## config.mk

```make
export PLATFORM = sky130hd
export DESIGN_NAME = bootrom_read_bridge
export DESIGN_NICKNAME = d
export VERILOG_FILES = /design/src/rtl/bootrom_read_bridge.sv
export SDC_FILE = /design/constraint.sdc
export NUM_CORES = 1
export LEC_CHECK = 0
export CAP_MARGIN = 20
export CORE_MARGIN = 3
export CORE_UTILIZATION = 37
export CTS_CLUSTER_SIZE = 20
export DETAILED_ROUTE_END_ITERATION = 6
export DONT_BUFFER_PORTS = 1
export SYNTH_ARGS = -nofsm -noshare
export SYNTH_HDL_FRONTEND = slang
export SYNTH_SLANG_ARGS = --single-unit
```

## constraint.sdc

```tcl
create_clock -name clock -period 3.8 [get_ports clock]
set_input_delay 0.38 -clock clock [delete_from_list [all_inputs] [get_ports clock]]
set_output_delay 0.38 -clock clock [all_outputs]
set_load 0.02 [all_outputs]
```

## src/rtl/bootrom_read_bridge.sv

```systemverilog
// rtl/bootrom_read_bridge.sv - burst read front-end for the boot mask ROM macro.
// Optional BOOTROM_ACCESS_CNT_EN adds saturating good/error beat counters.
module bootrom_read_bridge #(
  parameter int          ROM_AW    = 11,
  parameter logic [31:0] BASE_ADDR = 32'h0001_0000,
  parameter int          LEN_W     = 3
) (
  input  logic              clock,
  input  logic              reset_n,
  input  logic              req_valid,
  output logic              req_ready,
  input  logic [31:0]       req_addr,
  input  logic [LEN_W-1:0]  req_len,
  output logic              resp_valid,
  input  logic              resp_ready,
  output logic [31:0]       resp_data,
  output logic              resp_error,
  output logic              resp_last,
  output logic              rom_me,
  output logic              rom_oe,
  output logic [ROM_AW-1:0] rom_address,
  input  logic [31:0]       rom_q
`ifdef BOOTROM_ACCESS_CNT_EN
  ,
  output logic [31:0]       access_cnt,
  output logic [15:0]       err_cnt
`endif
);

  typedef enum logic [1:0] {IDLE, ISSUE, RESP} state_t;

  state_t           state, state_next;
  logic [31:0]      addr;
  logic [LEN_W:0]   remaining;
  logic             err_all;
  logic             beat_err;
  logic [31:0]      issue_addr;
  logic [31:0]      issue_off;
  logic             issue_good;
  logic             issue_en;

  // In RESP the next beat is issued while the current one is accepted, so it targets addr+4.
  always_comb begin
    issue_addr = (state == RESP) ? addr + 32'd4 : addr;
    issue_off  = issue_addr - BASE_ADDR;
    issue_good = !err_all && (issue_addr >= BASE_ADDR) &&
                 (issue_off[31:ROM_AW+2] == '0) && (issue_off[1:0] == 2'b00);
  end

  always_ff @(posedge clock) begin
    if (!reset_n) state <= IDLE;
    else          state <= state_next;
  end

  always_comb begin
    state_next  = state;
    req_ready   = 1'b0;
    resp_valid  = 1'b0;
    resp_error  = 1'b0;
    resp_last   = 1'b0;
    resp_data   = 32'd0;
    rom_me      = 1'b0;
    rom_oe      = 1'b0;
    rom_address = '0;
    issue_en    = 1'b0;
    case (state)
      IDLE: begin
        req_ready = 1'b1;
        if (req_valid) state_next = ISSUE;
      end
      ISSUE: begin
        rom_oe     = 1'b1;
        issue_en   = 1'b1;
        state_next = RESP;
      end
      RESP: begin
        rom_oe     = 1'b1;
        resp_valid = 1'b1;
        resp_error = beat_err;
        resp_last  = (remaining == (LEN_W+1)'(1));
        resp_data  = beat_err ? 32'd0 : rom_q;
        if (resp_ready) begin
          if (resp_last) state_next = IDLE;
          else           issue_en   = 1'b1;
        end
      end
      default: state_next = IDLE;
    endcase
    // Holding rom_me low during a stall keeps the macro's output register stable.
    if (issue_en && issue_good) begin
      rom_me      = 1'b1;
      rom_address = issue_off[ROM_AW+1:2];
    end
  end

  always_ff @(posedge clock) begin
    if (!reset_n) begin
      addr      <= 32'd0;
      remaining <= '0;
      err_all   <= 1'b0;
      beat_err  <= 1'b0;
    end else begin
      if (state == IDLE && req_valid) begin
        addr      <= req_addr;
        remaining <= (LEN_W+1)'(req_len) + (LEN_W+1)'(1);
        err_all   <= (req_addr[1:0] != 2'b00);
      end
      if (issue_en) begin
        beat_err <= !issue_good;
        if (state == RESP) begin
          addr      <= issue_addr;
          remaining <= remaining - (LEN_W+1)'(1);
        end
      end
    end
  end

`ifdef BOOTROM_ACCESS_CNT_EN
  always_ff @(posedge clock) begin
    if (!reset_n) begin
      access_cnt <= 32'd0;
      err_cnt    <= 16'd0;
    end else if (state == RESP && resp_ready) begin
      if (beat_err) begin
        if (err_cnt != 16'hFFFF) err_cnt <= err_cnt + 16'd1;
      end else begin
        if (access_cnt != 32'hFFFF_FFFF) access_cnt <= access_cnt + 32'd1;
      end
    end
  end
`endif

endmodule

```

---- Word-level counts from Yosys, hierarchy flattened ----
Index checks and enable logic that the tools add are counted.
storage, ports and cells
  word-level logic and storage cells ...... 52
  memories ................................ 0
  output and inout bits ................... 49
  bits of input ports ..................... 71
  bits in registers ....................... 40
  bits in read-only memories .............. 0
  RAM bits ................................ 0
  bits in latches ......................... 0
operators by class
  $add $sub $neg .......................... 4
  mux-type cells .......................... 23
  bitwise operators ....................... 0
  reduce and logical (&&, ||, !) cells .... 13
  $mul .................................... 0
  div/mod/pow operators ................... 0
  $lt $le $gt $ge ......................... 1
  equality and inequality tests ........... 6
  shifts and indexed selects .............. 0
operators by type and width
  cell                                                                 count
  2-to-1 mux 32 bit                                                    6
  adder 32 x 3 -> 32 bit, second input constant                        1
  greater-or-equal comparator 32 x 17 -> 1 bit, second input constant  1
  subtractor 32 x 17 -> 32 bit, second input constant                  1
  zero test 19 bit                                                     1
  2-to-1 mux 4 bit                                                     3
  2-to-1 mux 11 bit                                                    1
  2-to-1 mux 1 bit                                                     8
  2-to-1 mux 2 bit                                                     3
  one-hot mux 2 bit (3 select lines)                                   1
  logical AND 1 bit                                                    5
  adder 3 x 1 -> 4 bit, second input constant                          1
  equality test 4 x 1 -> 1 bit, second input constant                  1
  zero test 2 bit                                                      2
  != test 2 bit, second input constant                                 2
  subtractor 4 x 1 -> 4 bit, second input constant                     1
  AND reduction 3 bit                                                  1
  equality test 2 x 1 -> 1 bit, second input constant                  1
  equality test 2 bit, second input constant                           1
  zero test 1 bit                                                      2
  != test 2 x 1 -> 1 bit, second input constant                        1
  one-hot mux 1 bit (2 select lines)                                   1
  nonzero test 2 bit                                                   1
  OR reduction 2 bit                                                   1

---- Longest topological paths before layout ----
Gate-level depths: netlist of run 1.
  word-level depth ........................ 8
  mapped depth ............................ 14
  depth with buffers taken out ............ 12

---- Worst setup path after synthesis of run 1 ----
No wires, ideal clock.
  path type ............................... register to output
  from .................................... register state[0]
  to ...................................... output rom_address[1]
  cell stages (with the launch flop) ...... 14
  slack ................................... 342 ps
  data arrival time ....................... 3078 ps
  path buffers ............................ 2
  data required time ...................... 3420 ps
  cells stage by stage .................... dfxtp_1 -> inv_1 -> ha_1 -> nand4_1 -> or4_1 -> buf_6 -> nor2_8 -> xnor2_4 -> o311ai_1 -> or4b_1 -> nand3_2 -> o211ai_4 -> buf_6 -> nor2_2
between the ends
  cells in the longest elaborated chain, start to end .. 8
  elaborated cells between the ends (all ways) .. 13
  classes of those cells .................. 1 x add/sub; 1 x order compare; 2 x eq/ne; 3 x mux; 6 x reduce/logical
RTL lines
  what                                                                                          line    RTL
  from (decl)                                                                                   32      state_t state, state_next;
  from (signal assigned)                                                                        52      else state <= state_next;
  equality test 2 bit                                                                           44, 66
  2-to-1 mux 32 bit                                                                             44      issue_addr = (state == RESP) ? addr + 32'd4 : addr;
  subtractor 32 x 17 -> 32 bit or greater-or-equal comparator 32 x 17 -> 1 bit (tied branches)  45, 46
  zero test 19 bit or logical AND 1 bit (tied branches)                                         47, 46
  logical AND 1 bit                                                                             46      issue_good = !err_all && (issue_addr >= BASE_ADDR) &&
  logical AND 1 bit                                                                             47      (issue_off[31:ROM_AW+2] == '0) && (issue_off[1:0] == 2'b00);
  logical AND 1 bit                                                                             90      if (issue_en && issue_good) begin
  2-to-1 mux 11 bit (*)                                                                         90
  to (decl)                                                                                     21      output logic [ROM_AW-1:0] rom_address,
Mark *: on every way between the ends. The rest lies on a longest branch, timed or not.

---- Worst setup path in the final report of run 1 ----
  from .................................... register state[0]
  to ...................................... output rom_me
between the ends
  cells in the longest elaborated chain, start to end .. 8
  elaborated cells between the ends (all ways) .. 13
  classes of those cells .................. 1 x add/sub; 1 x order compare; 2 x eq/ne; 3 x mux; 6 x reduce/logical
RTL lines
  what                                                                                          line    RTL
  equality test 2 bit                                                                           44, 66
  2-to-1 mux 32 bit                                                                             44
  subtractor 32 x 17 -> 32 bit or greater-or-equal comparator 32 x 17 -> 1 bit (tied branches)  45, 46
  zero test 19 bit or logical AND 1 bit (tied branches)                                         47, 46
  logical AND 1 bit                                                                             46
  logical AND 1 bit                                                                             47
  logical AND 1 bit (*)                                                                         90
  2-to-1 mux 1 bit (*)                                                                          90
  to (decl)                                                                                     19      output logic rom_me,
Marks and branches as above.

==> results.yml, run 1 <==
placed_design:
  port_buffers: 0
  dp.cells: 583
  finalWeightedCongestion: 0.9234
  dpl_cell_area_um2: 3645
  hpwl_mm: 8.022
synthesis:
  ys.flop_type: "dfxtp_1"
  async_flop_share_pct: 0
  avgSynthCellArea_um2: 7.342
  synth_seq_area_share_pct: 22.82
  netlist_area_um2: 3510
  ys_ff_latch: 40
  synth_cell_type_count: 56
  synth_edf_count: 0
  synth_warnings: 0
  synth_fp_nets: 557
  synthCells: 478
clock_tree:
  clock-root-buffer: "clkbuf_8"
  cts-buffers-inserted: 5
  clk_latency_ns: 0.31
  path_clk_slew_ns: 0.09
  ctsHoldBuffers: 0
  cts_tree: "done"
  h-tree-depth: 2
  clockBufferDepth: 2
  cts_sinks: 40
sta:
  worst_pin_slew_ns: 0.7747
  setup_viol: 0
  finalCriticalPeriod_ns: 3.704
  finalHoldViolCount: 0
  min_period_over_period_pct: 97.47
  timing.slew.headroom_pct: 48.23
  max_clock_freq_mhz: 270.0
  final_max_slew_viol_count: 0
  skew_ns: 0.009859
critical_path:
  crit_type: "reg2out"
  crit_path_start_kind: "flip-flop"
  crit_path_end_kind: "primary output"
  worst_ep_arrival_time_ns: 3.32
  cp.required_ns: 3.42
  path_max_fanout: 8
die:
  io_pins: 120
  die_area_um2: 10690
  dieWidth_um: 103.4
  start_util_pct: 39.10
  core_area_um2: 8976
  num_rows: 34
  chipHeight_um: 103.4
status:
  status: "finished clean"
cells_and_area:
  nets: 551
  area_delta_synth_final_pct: 15.26
  fin_area_um2: 4045
  seq_area_um2: 818.3
  fill_cells: 884
  post_route_cells_drive_above_1_share_pct: 19.03
  multi_input_area_um2: 2683
  antenna_cells: 0
  final_cells: 599
route:
  drtIter0Drc: 282
  via_count: 3527
  antenna_left: 0
  vias_per_cell: 5.888
  drc: 0
  drtPass1Iterations: 5
  routed_wl_mm: 11.00
  routedWlPerCell_um: 18.36
global_route:
  grt_overflow: 0
  antenna_found_initial: 0
  grt_max_degree: 50
  grt_usage_pct: 20.08
  grt_pass1_wl_mm: 16.95
  grt_pass1_vias: 3341
flow_run:
  drv_cap: 0
power_and_ir_drop:
  ir_drop_uv: 196.1
  powerDensity_nw_per_um2: 305.8
  p_leak_nw: 1.437
  finalPower_mw: 1.237
min_path:
  hp-class: "in2reg"
## placed cells by master, fill, tap and decap left out, types with 3 or more instances in the layout
master,instances
a31oi_1,7
nand2_1,50
o211a_1,4
nand4_1,19
nor3_4,3
dfxtp_1,28
and4_1,4
o21a_1,4
o211ai_1,3
buf_4,23
nor4_1,6
nor2_2,6
mux2i_1,5
a221oi_1,13
a21boi_0,8
xnor2_1,17
inv_1,9
xor2_1,7
dfxtp_2,11
buf_6,4
nor2_1,11
and2_1,37
clkbuf_8,5
nor3_1,17
nor4_2,3
and3_1,12
nand3_1,35
o21ai_0,26
nor2b_1,17
a21oi_1,15
nor2_4,8
nor3b_1,7
ha_1,6
## registers in the layout, summed over array words and instances, names as in the netlist
| register | cells |
|---|---|
| addr | 32 |
| remaining | 4 |
| state | 2 |
| beat_err | 1 |
| err_all | 1 |
## per-stage QoR
| stage | hold slack, ns | util, % | worst slack (ns) | TNS, ns |
|---|---|---|---|---|
| 3_3_place_gp | 0.4877 | 40.61 | 0.2099 | 0 |
| 2_1_floorplan | 0.4687 | - | 0.3418 | 0 |
| 4_1_cts | 0.1889 | 43.21 | -0.003804 | -0.006533 |
| 6_report | 0.1904 | 45.07 | 0.09595 | 0 |
| 3_5_place_dp | 0.4982 | 40.61 | 0.08592 | 0 |
| 5_1_grt | 0.1803 | 45.07 | -0.05280 | -0.3883 |
## layer usage
layer  wire length, µm  up-vias  track usage [%]
met5                 0        -                0
met4               161        0            4.582
met3               907       14            4.427
met2              5631      157            36.52
met1              4293     1656            23.96
li1                  -     1700                -
## repair_timing
action | CTS | global route
setup endpoints to repair | 12 | 12
gates resized for setup | 17 | 39
setup buffers | 5 | 3
pin swaps | 7 | 15
## power by group
part | internal, mW | total, mW | leakage (nW) | switching (mW)
registers | 0.460 | 0.527 | 0.334 | 0.0669
logic | 0.147 | 0.350 | 1.05 | 0.203
clock network | 0.195 | 0.360 | 0.0552 | 0.165
total | 0.802 | 1.24 | 1.44 | 0.435
## final timing paths
kind / from / end / slack, ns / cells after the start
hold / removal: reset_n / addr[3]$_SDFF_PN0_ / 0.19 / 1
hold reg to reg: remaining[2]$_SDFF_PN0_ / remaining[2]$_SDFF_PN0_ / 0.51 / 2
setup / recovery: state[0]$_SDFFE_PN0P_ / rom_me / 0.1 / 14
setup reg to reg: state[1]$_SDFFE_PN0P_ / addr[11]$_SDFF_PN0_ / 0.59 / 7
## kinds of logic (layout without fill, tap and decap cells)
group                    count (synthesis)  after routing  share of synthesized area, %
multiplexers                             6              6                         1.854
adder cells (fa/ha/maj)                  8              8                         2.852
buffers and inverters                   52             47                         6.167
AND/OR/NAND/NOR                        250            250                         40.46
XOR/XNOR                                28             28                         7.522
AO/OA/AOI/OAI                           94             94                         18.32
flip-flops                              40             40                         22.82
## final cells by class
| cell class | instances | share of cell area, % |
|---|---|---|
| clock inverters | 2 | 0.8661 |
| multi-input cells | 386 | 66.32 |
| repair buffers | 28 | 5.877 |
| inverters | 11 | 1.021 |
| clock buffers | 6 | 1.794 |
| well taps | 126 | 3.897 |
| flip-flops and latches | 40 | 20.23 |
## cell usage after synthesis (8+ instances only)
cell type  instances  area (µm²)
nor2_1            15       56.30
a221oi_1          13       113.9
ha_1               8       100.1
nor4_1            11       68.82
o21ai_0           26       130.1
nand4_1           19       118.9
and2_1            37       231.5
a21boi_0           8       60.06
nor3_1            18       90.09
nor2b_1           17       106.4
nand2_1           50       187.7
and3_1            13       81.33
nand3_1           35       175.2
a21oi_1           16       80.08
xnor2_1           20       175.2
clkbuf_1          33       123.9
dfxtp_1           40       800.8
inv_1             10       37.54
nor2_2             9       56.30
## worst max-delay path: stages, from the launching register on
cell      delay [ns]
dfxtp_2         0.33
inv_2           0.06
ha_2            0.17
nand4_1         0.15
or4_4           0.48
buf_12          0.17
nor2_4          0.12
buf_6           0.13
mux2i_1         0.11
o211ai_1        0.25
nor2_1          0.08
mux2_4          0.28
o211ai_4        0.41
buf_6           0.19
inv_2           0.07
(Power assumes the default switching activity.)
==> run 2: changes to the inputs <==
Settings changed: RECOVER_POWER from default to 100.
==> run 2 against run 1 <==
Net effect: clock skew decreased by 0.0024 ns; clock-buffer cell count unchanged; worst hold slack improved by 0.0037 ns; critical path type unchanged; critical endpoint unchanged; largest power group unchanged.
==> results.yml, run 2 (same netlist as run 1, synthesis figures left out) <==
cells_and_area:
  multi_input_area_um2: 2680
  largestRegisters: "addr (32), remaining (4), state (2)"
  nets: 551
  post_route_cells_drive_above_1_share_pct: 18.82
  fill_cells: 885
  seq_area_um2: 818.3
  largest_register: "addr"
  final_cells: 599
  antenna_cells: 0
  largest_reg_flops: 32
  mostFrequentLayoutCells: "50 x nand2_1, 35 x nand3_1, 34 x and2_0, 28 x dfxtp_1, 26 x o21ai_0"
  layout_commonest_cell: "nand2_1"
  area_delta_synth_final_pct: 15.04
global_route:
  grt_overflow: 0
  grt_max_degree: 50
  antenna_found_initial: 0
  grt_pass1_vias: 3341
  grt_usage_pct: 20.08
  grt_pass1_wl_mm: 16.95
route:
  antenna_left: 0
  via_count: 3587
  drtIter0Drc: 256
  vias_per_cell: 5.988
  drtPass1Iterations: 5
  routedWlPerCell_um: 18.44
  drc: 0
  routed_wl_mm: 11.04
placed_design:
  finalWeightedCongestion: 0.9234
  place_ws_ns: 0.08592
  dp.cells: 583
  hpwl_mm: 8.022
  port_buffers: 0
power_and_ir_drop:
  p_leak_nw: 1.402
  powerDensity_nw_per_um2: 304.7
  ir_drop_uv: 194.4
  finalPower_mw: 1.230
die:
  chipHeight_um: 103.4
  die_area_um2: 10690
  start_util_pct: 39.10
  io_pins: 120
  core_area_um2: 8976
  dieWidth_um: 103.4
  num_rows: 34
sta:
  timing.slew.headroom_pct: 37.49
  finalHoldViolCount: 0
  setup_viol: 0
  setup_slack_ns: 0.06864
  max_clock_freq_mhz: 268.0
  finalCriticalPeriod_ns: 3.731
  holdWs_ns: 0.1941
  worst_pin_slew_ns: 0.9377
  skew_ns: 0.007441
  min_period_over_period_pct: 98.19
  final_max_slew_viol_count: 0
flow_run:
  drv_cap: 0
critical_path:
  critPathLaunch: "addr[12]$_SDFF_PN0_"
  slowest_delay_ns: 0.54
  crit_path_end_kind: "primary output"
  r2r-end: "beat_err$_SDFFE_PN0P_"
  cp.required_ns: 3.42
  path_common_cell: "buf_6"
  path_max_fanout: 8
  rrSetupSlack_ns: 0.61
  worstSetupEndpoint: "rom_me"
  worstPathCellList: "nand4_4 -> or4_4 -> buf_12 -> nor2_4 -> buf_6 -> mux2i_1 -> o211ai_1 -> nor2_1 -> mux2_4 -> o211ai_4 -> buf_6 -> inv_2"
  r2r_cells: 12
  slowest_stage: "or4_4"
  r2r_start: "addr[12]$_SDFF_PN0_"
  crit_path_start_kind: "flip-flop"
  crit_type: "reg2out"
  worst_ep_arrival_time_ns: 3.35
clock_tree:
  cts_sinks: 40
  path_clk_slew_ns: 0.09
  cts-buffers-inserted: 5
  clockBufferDepth: 2
  ctsHoldBuffers: 0
  clock-root-buffer: "clkbuf_8"
  clk_latency_ns: 0.30
  h-tree-depth: 2
  cts_tree: "done"
status:
  status: "finished clean"
min_path:
  hp-class: "in2reg"
-- run 2: critical path: cells and delay by family (launching register included) --
| kind | cells | cell delay (ns) |
|---|---|---|
| AND/OR/NAND/NOR | 4 | 0.93 |
| AO/OA/AOI/OAI | 2 | 0.67 |
| buffers and inverters | 4 | 0.56 |
| flip-flops | 1 | 0.47 |
| multiplexers | 2 | 0.39 |
-- run 2: power breakdown --
part | leakage [nW] | internal (mW) | switching [mW]
registers | 0.334 | 0.460 | 0.0671
logic | 1.01 | 0.144 | 0.203
clock network | 0.0552 | 0.195 | 0.161
total | 1.40 | 0.799 | 0.431
-- run 2: area by class of cell --
cell class | count | share of cell area (%)
repair buffers | 28 | 5.764
inverters | 11 | 1.023
clock inverters | 2 | 0.8677
well taps | 126 | 3.905
clock buffers | 6 | 1.797
flip-flops and latches | 40 | 20.27
multi-input cells | 386 | 66.38
-- run 2: how the worst min path moves through the flow --
| stage | start | endpoint | cells after the start |
|---|---|---|---|
| after detailed placement | remaining[2]$_SDFF_PN0_ | remaining[2]$_SDFF_PN0_ | 2 |
| final | reset_n | addr[3]$_SDFF_PN0_ | 1 |
| after global placement | remaining[2]$_SDFF_PN0_ | remaining[2]$_SDFF_PN0_ | 2 |
| after global routing | reset_n | remaining[0]$_SDFF_PN0_ | 1 |
| after CTS | reset_n | err_all$_SDFFE_PN0P_ | 1 |
| after floorplan | remaining[2]$_SDFF_PN0_ | remaining[2]$_SDFF_PN0_ | 2 |
-- run 2: through the flow --
| stage | TNS [ns] | util [%] | instance area, µm² |
|---|---|---|---|
| floorplan | 0 | - | 3510 |
| global placement | 0 | 40.61 | 3645 |
| detailed placement | 0 | 40.61 | 3645 |
| CTS | -0.006533 | 43.21 | 3879 |
| global route | -0.3883 | 44.98 | 4038 |
| finish | 0 | 44.98 | 4038 |
-- run 2: per-layer routing --
layer  global-route usage (%)  routed length, µm  vias up
met5                        0                  0        -
met4                    4.582                167        0
met1                    23.96               4397     1689
li1                         -                  -     1704
met3                    4.427                847       16
met2                    36.52               5632      178
-- run 2: timing repair --
item                                    4_1_cts  5_1_grt
setup buffers                                 5        3
gates resized for setup                      17       39
pin swaps                                     7       15
endpoints found under the setup margin       12       12
hold endpoints to repair                      0        0
